===== src/rtl/mvb_split_dispatcher_if.sv =====
// Purpose: bundles the MVB header input, enable mask and formatted MVB output of the split dispatcher.
// Latency: none (wires only).
// Backpressure: carries both src/dst ready pairs; the slave side drives RX_DST_RDY and the TX bus.
interface mvb_split_dispatcher_if #(
    parameter int MVB_ITEMS        = 2,
    parameter int HDR_WIDTH        = 128,
    parameter int SPLITTER_OUTPUTS = 4
);
    localparam int SWITCH_WIDTH = (SPLITTER_OUTPUTS > 1) ? $clog2(SPLITTER_OUTPUTS) : 1;
    localparam int ITEM_WIDTH   = HDR_WIDTH + SWITCH_WIDTH + 1;

    logic [MVB_ITEMS*HDR_WIDTH-1:0]  RX_DATA;
    logic [MVB_ITEMS-1:0]            RX_PAYLOAD;
    logic [MVB_ITEMS-1:0]            RX_VLD;
    logic                            RX_SRC_RDY;
    logic                            RX_DST_RDY;
    logic [SPLITTER_OUTPUTS-1:0]     OUT_ENABLE;
    logic [MVB_ITEMS*ITEM_WIDTH-1:0] TX_DATA;
    logic [MVB_ITEMS-1:0]            TX_VLD;
    logic                            TX_SRC_RDY;
    logic                            TX_DST_RDY;

    // Producer of headers and consumer of dispatched items.
    modport master (
        output RX_DATA, RX_PAYLOAD, RX_VLD, RX_SRC_RDY, OUT_ENABLE, TX_DST_RDY,
        input  RX_DST_RDY, TX_DATA, TX_VLD, TX_SRC_RDY
    );

    // The dispatcher itself.
    modport slave (
        input  RX_DATA, RX_PAYLOAD, RX_VLD, RX_SRC_RDY, OUT_ENABLE, TX_DST_RDY,
        output RX_DST_RDY, TX_DATA, TX_VLD, TX_SRC_RDY
    );
endinterface


===== src/rtl/mvb_split_dispatcher.sv =====
// Purpose: tags each valid MVB header with a round-robin splitter output index over the enabled outputs.
// Latency: 1 cycle from RX accept to TX_SRC_RDY, one word per cycle sustained.
// Backpressure: RX_DST_RDY = (TX_DST_RDY | ~TX_SRC_RDY) & (OUT_ENABLE != 0); TX holds while stalled.
module mvb_split_dispatcher #(
    parameter int MVB_ITEMS        = 2,
    parameter int HDR_WIDTH        = 128,
    parameter int SPLITTER_OUTPUTS = 4
) (
    input  logic                  CLK,
    input  logic                  RESET_N,
    mvb_split_dispatcher_if.slave bus
);
    localparam int SWITCH_WIDTH = (SPLITTER_OUTPUTS > 1) ? $clog2(SPLITTER_OUTPUTS) : 1;
    localparam int ITEM_WIDTH   = HDR_WIDTH + SWITCH_WIDTH + 1;

    logic [SWITCH_WIDTH-1:0]           ptr;
    logic [SWITCH_WIDTH-1:0]           ptr_next;
    logic [MVB_ITEMS*SWITCH_WIDTH-1:0] sw;
    logic [MVB_ITEMS*ITEM_WIDTH-1:0]   tx_data_next;
    logic [MVB_ITEMS*ITEM_WIDTH-1:0]   tx_data;
    logic [MVB_ITEMS-1:0]              tx_vld;
    logic                              tx_src_rdy;
    logic                              accept;

    // Ready ignores RX_SRC_RDY; an all-zero enable mask blocks input but TX still drains.
    assign bus.RX_DST_RDY = (bus.TX_DST_RDY | ~tx_src_rdy) & (|bus.OUT_ENABLE);
    assign accept         = bus.RX_SRC_RDY & bus.RX_DST_RDY;

    // Walk the items in ascending order, each valid one taking the next enabled output from the
    // working pointer; wrap is done explicitly so non power-of-2 output counts never alias.
    always_comb begin
        int  wp;
        int  idx;
        int  sel;
        logic found;
        logic [SWITCH_WIDTH-1:0] idx_s;
        wp    = int'(ptr);
        idx   = 0;
        sel   = 0;
        found = 1'b0;
        idx_s = '0;
        sw    = '0;
        for (int i = 0; i < MVB_ITEMS; i++) begin
            if (bus.RX_VLD[i]) begin
                found = 1'b0;
                sel   = wp;
                for (int j = 0; j < SPLITTER_OUTPUTS; j++) begin
                    idx = wp + j;
                    if (idx >= SPLITTER_OUTPUTS) begin
                        idx = idx - SPLITTER_OUTPUTS;
                    end
                    idx_s = SWITCH_WIDTH'(idx);
                    if (!found && bus.OUT_ENABLE[idx_s]) begin
                        found = 1'b1;
                        sel   = idx;
                    end
                end
                if (found) begin
                    sw[i*SWITCH_WIDTH +: SWITCH_WIDTH] = SWITCH_WIDTH'(sel);
                    wp = (sel == SPLITTER_OUTPUTS - 1) ? 0 : sel + 1;
                end
            end
        end
        ptr_next = SWITCH_WIDTH'(wp);
    end

    // Assemble each output item as {payload flag, switch, header}.
    always_comb begin
        tx_data_next = '0;
        for (int i = 0; i < MVB_ITEMS; i++) begin
            tx_data_next[i*ITEM_WIDTH +: ITEM_WIDTH] = {bus.RX_PAYLOAD[i],
                                                        sw[i*SWITCH_WIDTH +: SWITCH_WIDTH],
                                                        bus.RX_DATA[i*HDR_WIDTH +: HDR_WIDTH]};
        end
    end

    // Output register and pointer: load on accept (also covers consume+accept), clear valid on drain.
    always_ff @(posedge CLK) begin
        if (!RESET_N) begin
            ptr        <= '0;
            tx_data    <= '0;
            tx_vld     <= '0;
            tx_src_rdy <= 1'b0;
        end else if (accept) begin
            ptr        <= ptr_next;
            tx_data    <= tx_data_next;
            tx_vld     <= bus.RX_VLD;
            tx_src_rdy <= 1'b1;
        end else if (bus.TX_DST_RDY) begin
            tx_src_rdy <= 1'b0;
        end
    end

    assign bus.TX_DATA    = tx_data;
    assign bus.TX_VLD     = tx_vld;
    assign bus.TX_SRC_RDY = tx_src_rdy;

endmodule


===== src/flat_wrapper.sv =====
// flat-port wrapper written by rule: the top's interface ports become plain ports
module mvb_split_dispatcher_flat 
#(
    parameter int MVB_ITEMS        = 2,
    parameter int HDR_WIDTH        = 128,
    parameter int SPLITTER_OUTPUTS = 4
)
  (CLK, RESET_N, bus_RX_DATA, bus_RX_PAYLOAD, bus_RX_VLD, bus_RX_SRC_RDY, bus_OUT_ENABLE, bus_TX_DST_RDY, bus_RX_DST_RDY, bus_TX_DATA, bus_TX_VLD, bus_TX_SRC_RDY);
  mvb_split_dispatcher_if #(.MVB_ITEMS(MVB_ITEMS), .HDR_WIDTH(HDR_WIDTH), .SPLITTER_OUTPUTS(SPLITTER_OUTPUTS)) bus_i ();
  input  logic CLK;
  input  logic RESET_N;
  input wire logic [$bits(bus_i.RX_DATA)-1:0] bus_RX_DATA;
  input wire logic [$bits(bus_i.RX_PAYLOAD)-1:0] bus_RX_PAYLOAD;
  input wire logic [$bits(bus_i.RX_VLD)-1:0] bus_RX_VLD;
  input wire logic [$bits(bus_i.RX_SRC_RDY)-1:0] bus_RX_SRC_RDY;
  input wire logic [$bits(bus_i.OUT_ENABLE)-1:0] bus_OUT_ENABLE;
  input wire logic [$bits(bus_i.TX_DST_RDY)-1:0] bus_TX_DST_RDY;
  output wire logic [$bits(bus_i.RX_DST_RDY)-1:0] bus_RX_DST_RDY;
  output wire logic [$bits(bus_i.TX_DATA)-1:0] bus_TX_DATA;
  output wire logic [$bits(bus_i.TX_VLD)-1:0] bus_TX_VLD;
  output wire logic [$bits(bus_i.TX_SRC_RDY)-1:0] bus_TX_SRC_RDY;
  assign bus_i.RX_DATA = bus_RX_DATA;
  assign bus_i.RX_PAYLOAD = bus_RX_PAYLOAD;
  assign bus_i.RX_VLD = bus_RX_VLD;
  assign bus_i.RX_SRC_RDY = bus_RX_SRC_RDY;
  assign bus_i.OUT_ENABLE = bus_OUT_ENABLE;
  assign bus_i.TX_DST_RDY = bus_TX_DST_RDY;
  assign bus_RX_DST_RDY = bus_i.RX_DST_RDY;
  assign bus_TX_DATA = bus_i.TX_DATA;
  assign bus_TX_VLD = bus_i.TX_VLD;
  assign bus_TX_SRC_RDY = bus_i.TX_SRC_RDY;
  mvb_split_dispatcher #(.MVB_ITEMS(MVB_ITEMS), .HDR_WIDTH(HDR_WIDTH), .SPLITTER_OUTPUTS(SPLITTER_OUTPUTS)) u_core (.CLK(CLK), .RESET_N(RESET_N), .bus(bus_i));
endmodule

===== config.mk =====
export PLATFORM = sky130hd
export DESIGN_NAME = mvb_split_dispatcher_flat
export DESIGN_NICKNAME = d
export VERILOG_FILES = /design/src/rtl/mvb_split_dispatcher_if.sv /design/src/rtl/mvb_split_dispatcher.sv /design/src/flat_wrapper.sv
export SDC_FILE = /design/constraint.sdc
export NUM_CORES = 1
export LEC_CHECK = 0
export ABC_AREA = 1
export ABC_CLOCK_PERIOD_IN_PS = 13800
export BUFFER_PORTS_ARGS = -buffer_cell sky130_fd_sc_hd__buf_4
export CORE_AREA = 5 5 206 208
export CTS_CLUSTER_SIZE = 20
export DETAILED_ROUTE_END_ITERATION = 7
export DIE_AREA = 0 0 211 213
export GPL_TIMING_DRIVEN = 1
export PLACE_DENSITY = 0.59
export SLEW_MARGIN = 25
export SYNTH_ARGS = -nofsm -noshare
export SYNTH_HDL_FRONTEND = slang
export SYNTH_SLANG_ARGS = --single-unit
export TNS_END_PERCENT = 100

===== constraint.sdc =====
create_clock -name CLK -period 13.8 [get_ports CLK]
set_input_delay 0.69 -clock CLK [delete_from_list [all_inputs] [get_ports CLK]]
set_output_delay 0.69 -clock CLK [all_outputs]
set_load 0.005 [all_outputs]

==> metrics.csv, run 1 <==
metric,value,unit
outcome,"finished, final reports clean",
dp_hpwl,34700,um
critPathBufInv,6,
die_h,213,um
gp_congestion,0.892,
grt_pass1_wl,68900,um
postSynthAreaPerCell,7.06,um^2
antenna_found_initial,4,
fp.coreArea,40400,um^2
synth_top_cell_by_area,dfxtp_1,
yosys.area_share.simple,31.1,%
drv_slew,0,
fin_crit,5890,ps
max_slew_margin,36.2,%
synth_top_area_share,45.8,%
placed_area,16000,um^2
initial_core_util,28.9,%
fmax,0.170,GHz
cts-hold-fix-buffers,0,
grt-ovfl-total,0,
portBuffers,533,
firstDrtPassIters,5,
start_kind,flip-flop,
switching_share,38.9,%
insertion_delay,580,ps
final_hold_viol_count,0,
min_path_cells,3,
track_usage,19.2,%
synth_top_family_by_area,simple AND/OR/NAND/NOR gates,
final_area,17100,um^2
synthAdderAreaFrac,2.89,%
critPathArrivalTime,6330,ps
rr_worst_depth,35,
io_pins,534,
rrSetupSlack,7910,ps
drt-initial-drc-count,982,
cts.sinks,267,
drc,0,
p_int,0.00178,W
synth_xor_area_share,0.750,%
combinationalPowerShare,41.6,%
cts_buffers,31,
dieArea,44900,um^2
synth-main-ff-cell,dfxtp_1,
clock_skew,20.0,ps
ir_drop,0.110,mV
critPathMaxFanout,12,
setup_ws,7910,ps
post-place-cells,2633,
critPathMostFrequentCell,nand2_1,
seq_power_share,29.5,%
crit_path_end_kind,flip-flop,
hp-start,bus_RX_DATA[161],
synth_mux_area_share,0,%
syn_area,11700,um^2
routed_wl,46400,um
clk_pin_slew,60,ps
syn_to_final_growth,46.4,%
num_vias,12400,
synth_compound_area_share,13.8,%
critPathSlowestCell,dfxtp_1,
setup_tns,0,ps
worstMarginPinSlew,957,ps
synth_nets,1949,
cts_buffer_depth,3,
dp_slack,7970,ps
yosysUniqueCellTypes,40,
ant_nets,0,
synth_seq_area_share,45.8,%
p_leak,8.10,nW
ctsResizeCount,0,
finalSetupViolCount,0,
clockRootBuffer,clkbuf_16,
synth.most_common_cell,nand2_1,
crit_type,reg -> reg,
hold_class,in -> reg,
rsz0062_at_grt,false,
rr_startpoint,u_core.ptr[0]$_SDFFE_PN0P_,
stdcell_count,2689,
synthCells,1654,
hold_ws,358,ps
critPathTopFamily,simple AND/OR/NAND/NOR gates,
power.density,170,nW/um^2
max_stage_delay,650,ps
wire_per_inst,17.3,um
period_share,42.7,%
pwr-share-clk,28.9,%
async_reset_ff_share,0,%
synth.area.top_cells,"dfxtp_1 46%, nand2_1 22%, a21oi_1 12%, ha_1 2.9%, nand3_1 2.9%",
synth_seq_cells,267,
routed_via_density,4.61,
nets,2430,
drv_cap,0,
htreeDepth,1,
grt_max_degree,179,
drive_gt1_share,30.7,%
crit_required,14240,ps
grt_pass1_vias,12000,
synth-warning-count,0,
r2r-end,u_core.ptr[0]$_SDFFE_PN0P_,
ys_top_cells_by_count,"698 x nand2_1, 280 x a21oi_1, 267 x dfxtp_1",
p_switching,0.00113,W
postCtsSetupBuffers,0,
cts_tree,built,
holdPathEnd,u_core.bus.TX_DATA[164]$_SDFFE_PN0P_,
synth_edf_count,0,
placementRows,74,
die_w,211,um
## power groups by stage
| stage | sequential, W | clock [W] | combinational (W) |
|---|---|---|---|
| detailed placement | 0.000875 | 0 | 0.00121 |
| CTS | 0.000859 | 0.000871 | 0.00121 |
| global route | 0.000866 | 0.000901 | 0.00137 |
| floorplan | 0.000873 | 0 | 0.000849 |
| finish | 0.000859 | 0.000839 | 0.00121 |
| global placement | 0.000873 | 0 | 0.00119 |
## area by class of cell
type	count	area, um^2
clock inverter	10	161
sequential	267	5350
inverter	73	294
fill	4230	23300
timing repair buffer	540	4070
antenna	2	5.00
tap	532	666
clock buffer	43	871
multi-input combinational	1222	5680
## tightest hold or removal path: stages
cell and delay, ps:
buf_4 110, nand2_1 50, a21oi_1 50
## per-stage QoR
stage | util (%) | total power (W)
6_report | 42.4 | 0.00291
5_1_grt | 42.4 | 0.00313
4_1_cts | 42.3 | 0.00294
3_5_place_dp | 39.7 | 0.00208
3_3_place_gp | 39.7 | 0.00206
2_1_floorplan | - | 0.00172
## state kept, by name (all words and copies together), names as in the netlist
signal and cells:
u_core.bus.TX_DATA 262, u_core.bus.TX_SRC_RDY 1, u_core.bus.TX_VLD 2, u_core.ptr 2
## layout by cell type, fill, tap and decap left out, types with 3 or more instances in the layout
master	instances
bufinv_16	4
inv_2	8
nor2_2	12
ha_1	27
a21oi_1	280
clkbuf_16	31
o21ai_1	5
clkbuf_8	5
nand2_1	697
nand4_1	4
clkbuf_1	7
nand3_1	67
nand3_2	8
a21oi_2	4
o21ai_0	17
dfxtp_1	267
nor2_1	41
xor2_1	9
nand3b_1	3
nand2_4	6
inv_1	62
buf_4	539
clkinv_2	3
nand2_2	22
## kinds of logic after synthesis
kind of cell	count (synthesis)
buffers and inverters	165
XOR/XNOR	10
adder cells (fa/ha/maj)	27
AO/OA/AOI/OAI	314
AND/OR/NAND/NOR	871
flip-flops	267
## worst max path at each step
stage                                 end  slack, ps  cells after the start                        from
2_1_floorplan  u_core.ptr[1]$_SDFFE_PN0P_       9010                     35  u_core.ptr[1]$_SDFFE_PN0P_
3_3_place_gp   u_core.ptr[0]$_SDFFE_PN0P_       8210                     35  u_core.ptr[0]$_SDFFE_PN0P_
3_5_place_dp   u_core.ptr[0]$_SDFFE_PN0P_       7970                     35  u_core.ptr[0]$_SDFFE_PN0P_
4_1_cts        u_core.ptr[0]$_SDFFE_PN0P_       7940                     35  u_core.ptr[0]$_SDFFE_PN0P_
5_1_grt        u_core.ptr[0]$_SDFFE_PN0P_       7340                     37  u_core.ptr[0]$_SDFFE_PN0P_
6_report       u_core.ptr[0]$_SDFFE_PN0P_       7910                     35  u_core.ptr[0]$_SDFFE_PN0P_
## routing by layer
metal | wire [um] | GRT usage (%)
met1 | 17500 | 22.0
met2 | 23600 | 33.7
met3 | 3750 | 6.48
met4 | 1600 | 6.42
met5 | 27 | 0
(Power assumes the default switching activity.)
==> inputs of run 2 (changes only) <==
--- a/config.mk
+++ b/config.mk
@@ -5,15 +5,15 @@
 export SDC_FILE = /design/constraint.sdc
 export NUM_CORES = 1
 export LEC_CHECK = 0
-export ABC_AREA = 1
-export ABC_CLOCK_PERIOD_IN_PS = 13800
+export ABC_AREA = 0
+export ABC_CLOCK_PERIOD_IN_PS = 5100
 export BUFFER_PORTS_ARGS = -buffer_cell sky130_fd_sc_hd__buf_4
-export CORE_AREA = 5 5 206 208
+export CORE_AREA = 5 5 205 207
 export CTS_CLUSTER_SIZE = 20
 export DETAILED_ROUTE_END_ITERATION = 7
-export DIE_AREA = 0 0 211 213
+export DIE_AREA = 0 0 210 212
 export GPL_TIMING_DRIVEN = 1
-export PLACE_DENSITY = 0.59
+export PLACE_DENSITY = 0.65
 export SLEW_MARGIN = 25
 export SYNTH_ARGS = -nofsm -noshare
 export SYNTH_HDL_FRONTEND = slang
==> constraint.sdc (replaced) <==
create_clock -name CLK -period 5.1 [get_ports CLK]
set_input_delay 0.255 -clock CLK [delete_from_list [all_inputs] [get_ports CLK]]
set_output_delay 0.255 -clock CLK [all_outputs]
set_load 0.005 [all_outputs]
==> run 2 against run 1 <==
The run now ends with negative setup slack left. Sequential cell count stayed put. Worst setup slack lost 8100 ps. Power increased to 2.7 times the previous value. Sequential share of layout area is 7.2 points lower. Combinational power increased to 2.7 times the previous value. Register-to-register slack lost 8100 ps. Global-route usage increased by 6.3 points. Area after synthesis grew 10%. Maximum frequency grew 12%.
==> metrics.csv, run 2 <==
metric,value,unit,change
syn_to_final_growth,72.7,%,was 46.4%
grt_pass1_wl,91000,um,was 68900 um
die_w,210,um,was 211 um
drive_gt1_share,33.7,%,was 30.7%
synth_top_area_share,41.6,%,was 45.8%
hold_class,in -> reg,,unchanged
rsz0062_at_grt,true,,was false
die_h,212,um,was 213 um
placementRows,74,,unchanged
num_vias,15200,,was 12400
async_reset_ff_share,0,%,unchanged
post-place-cells,2715,,was 2633
firstDrtPassIters,5,,unchanged
htreeDepth,1,,unchanged
grt_pass1_vias,15800,,was 12000
worstMarginPinSlew,914,ps,was 957 ps
power.density,353,nW/um^2,was 170 nW/um^2
placed_area,18400,um^2,was 16000 um^2
cts_buffers,31,,unchanged
start_kind,flip-flop,,unchanged
critPathArrivalTime,5700,ps,was 6330 ps
final_common_cell,buf_4,,was nand2_1
dp_slack,-262,ps,was 7970 ps
synth.area.top_cells,"dfxtp_1 42%, nand2_1 17%, a21boi_0 16%, clkbuf_1 2.8%, ha_1 2.6%",,"was dfxtp_1 46%, nand2_1 22%, a21oi_1 12%, ha_1 2.9%, nand3_1 2.9%"
routed_wl,60100,um,was 46400 um
routed_via_density,5.00,,was 4.61
hold_ws,44.4,ps,was 358 ps
synth_seq_cells,267,,unchanged
drv_slew,0,,unchanged
nets,2776,,was 2430
final_hold_viol_count,0,,unchanged
clock_skew,10.8,ps,was 20.0 ps
synth_top_cell_by_area,dfxtp_1,,unchanged
finalSetupViolCount,2,,was 0
fin_crit,5260,ps,was 5890 ps
setup_ws,-156,ps,was 7910 ps
cts_tree,built,,unchanged
wire_per_inst,19.7,um,was 17.3 um
grt_util_met1,29.7,%,was 22.0%
gr-usage-met3,5.21,%,was 6.48%
initial_core_util,32.0,%,was 28.9%
io_pins,534,,unchanged
crit_path_end_kind,flip-flop,,unchanged
ir_drop,0.253,mV,was 0.110 mV
violations,negative setup slack,,
stdcell_count,3043,,was 2689
cts.sinks,267,,unchanged
clk_pin_slew,60,ps,about the same
clockRootBuffer,clkbuf_16,,unchanged
insertion_delay,560,ps,was 580 ps
critPathMaxFanout,14,,was 12
crit_required,5540,ps,was 14240 ps
yosysUniqueCellTypes,92,,was 40
mostFrequentLayoutCells,"694 x buf_4, 574 x nand2_1, 265 x a21boi_0, 265 x dfxtp_1, 252 x dlygate4sd3_1",,"was 697 x nand2_1, 539 x buf_4, 280 x a21oi_1, 267 x dfxtp_1, 67 x nand3_1"
grt.busiest_layer,met2,,unchanged
synthCells,1611,,was 1654
syn_area,12900,um^2,was 11700 um^2
max_slew_margin,39.0,%,was 36.2%
synth_seq_area_share,41.6,%,was 45.8%
synth_nets,1906,,was 1949
period_share,103,%,was 42.7%
portBuffers,533,,unchanged
cts_buffer_depth,3,,unchanged
dp_hpwl,41500,um,was 34700 um
drc,0,,unchanged
grt_max_degree,202,,was 179
fmax,0.190,GHz,was 0.170 GHz
ant_nets,0,,unchanged
final_area,22200,um^2,was 17100 um^2
synth.most_common_cell,nand2_1,,unchanged
drv_cap,0,,unchanged
synth_edf_count,0,,unchanged
grt-ovfl-total,0,,unchanged
finalPower,0.00784,W,was 0.00291 W
drt-initial-drc-count,1084,,was 982
fp.coreArea,40200,um^2,was 40400 um^2
track_usage,25.5,%,was 19.2%
ys_top_cells_by_count,"575 x nand2_1, 267 x dfxtp_1, 266 x a21boi_0",,"was 698 x nand2_1, 280 x a21oi_1, 267 x dfxtp_1"
synth-warning-count,0,,unchanged
postSynthAreaPerCell,7.98,um^2,was 7.06 um^2
gp_congestion,0.978,,was 0.892
synth-main-ff-cell,dfxtp_1,,unchanged
grtUsageMet2,44.5,%,was 33.7%
dieArea,44500,um^2,was 44900 um^2
antenna_found_initial,7,,was 4
largest_reg_flops,262,,unchanged
crit_type,reg -> reg,,unchanged
p_leak,9.80,nW,was 8.10 nW
outcome,finished with violations,,"was finished, final reports clean"
## run 2: kinds of logic (layout without fill, tap and decap cells)
kind of cell	count (synthesis)	count (layout)	synth area share, %
AO/OA/AOI/OAI	429	429	25.2
adder cells (fa/ha/maj)	28	28	2.70
XOR/XNOR	8	8	0.603
other	0	10	0
buffers and inverters	134	1024	4.30
flip-flops	267	267	41.6
AND/OR/NAND/NOR	720	720	23.2
multiplexers	25	25	2.43
## run 2: final cells by class
class | count | area [um^2]
antenna | 10 | 25.0
clock inverter | 9 | 106
inverter | 16 | 67.6
multi-input combinational | 1210 | 7230
fill | 3518 | 18000
tap | 532 | 666
sequential | 267 | 5350
clock buffer | 44 | 905
timing repair buffer | 955 | 7860
## run 2: worst max-delay path: stages, from the launching register on
cell     delay, ps
dfxtp_4        380
inv_4           40
ha_4           260
mux4_2         310
maj3_2         300
a221o_1        360
o41ai_4         80
ha_2           260
buf_4          110
inv_1           30
ha_1           200
nand2_1        100
inv_2          100
buf_6          180
ha_1           220
buf_4          160
a21oi_1        110
o31ai_1         90
a21oi_2        250
ha_2           240
and2_2         210
a41oi_2        150
a31o_2         290
a32o_1         260
a22oi_2        340
a21oi_2         90
## run 2: where the power goes
part | leakage (nW) | total, W | internal, W | switching [W]
clock | 0.503 | 0.00222 | 0.00132 | 0.000896
sequential | 2.20 | 0.00230 | 0.00222 | 0.0000800
combinational | 7.10 | 0.00332 | 0.00167 | 0.00165
total | 9.80 | 0.00784 | 0.00521 | 0.00263
## run 2: what timing repair did
item / 4_1_cts / 5_1_grt
hold buffers: 252 / 0
cloned: 0 / 0
setup endpoints to repair: 2 / 2
endpoints found under the hold margin: 252 / 0
buffers inserted: 10 / 3
pin swaps: 21 / 20
gates resized for setup: 27 / 24
## run 2: through the flow
step	utilization [%]	setup TNS (ps)
after global routing	55.2	-576
after detailed placement	45.7	-510
final	55.3	-309
after CTS	54.9	-293
after floorplan	-	-985
after global placement	45.7	-538
## run 2: path summary, 6_finish.rpt
check,startpoint,end,slack [ps],cells past startpoint
setup reg to reg,u_core.ptr[0]$_SDFFE_PN0P_,u_core.ptr[0]$_SDFFE_PN0P_,-160,25
setup / recovery,u_core.ptr[0]$_SDFFE_PN0P_,u_core.ptr[0]$_SDFFE_PN0P_,-160,25
hold / removal,bus_RX_DATA[20],u_core.bus.TX_DATA[20]$_SDFFE_PN0P_,40,3
hold reg to reg,u_core.bus.TX_DATA[129]$_SDFFE_PN0P_,u_core.bus.TX_DATA[129]$_SDFFE_PN0P_,460,2
## run 2: metal layers
metal	up-vias	share of wire (%)
li1	7227	-
met1	7202	38
met2	589	49
met3	180	6.3
met4	2	6.0
met5	-	0.022
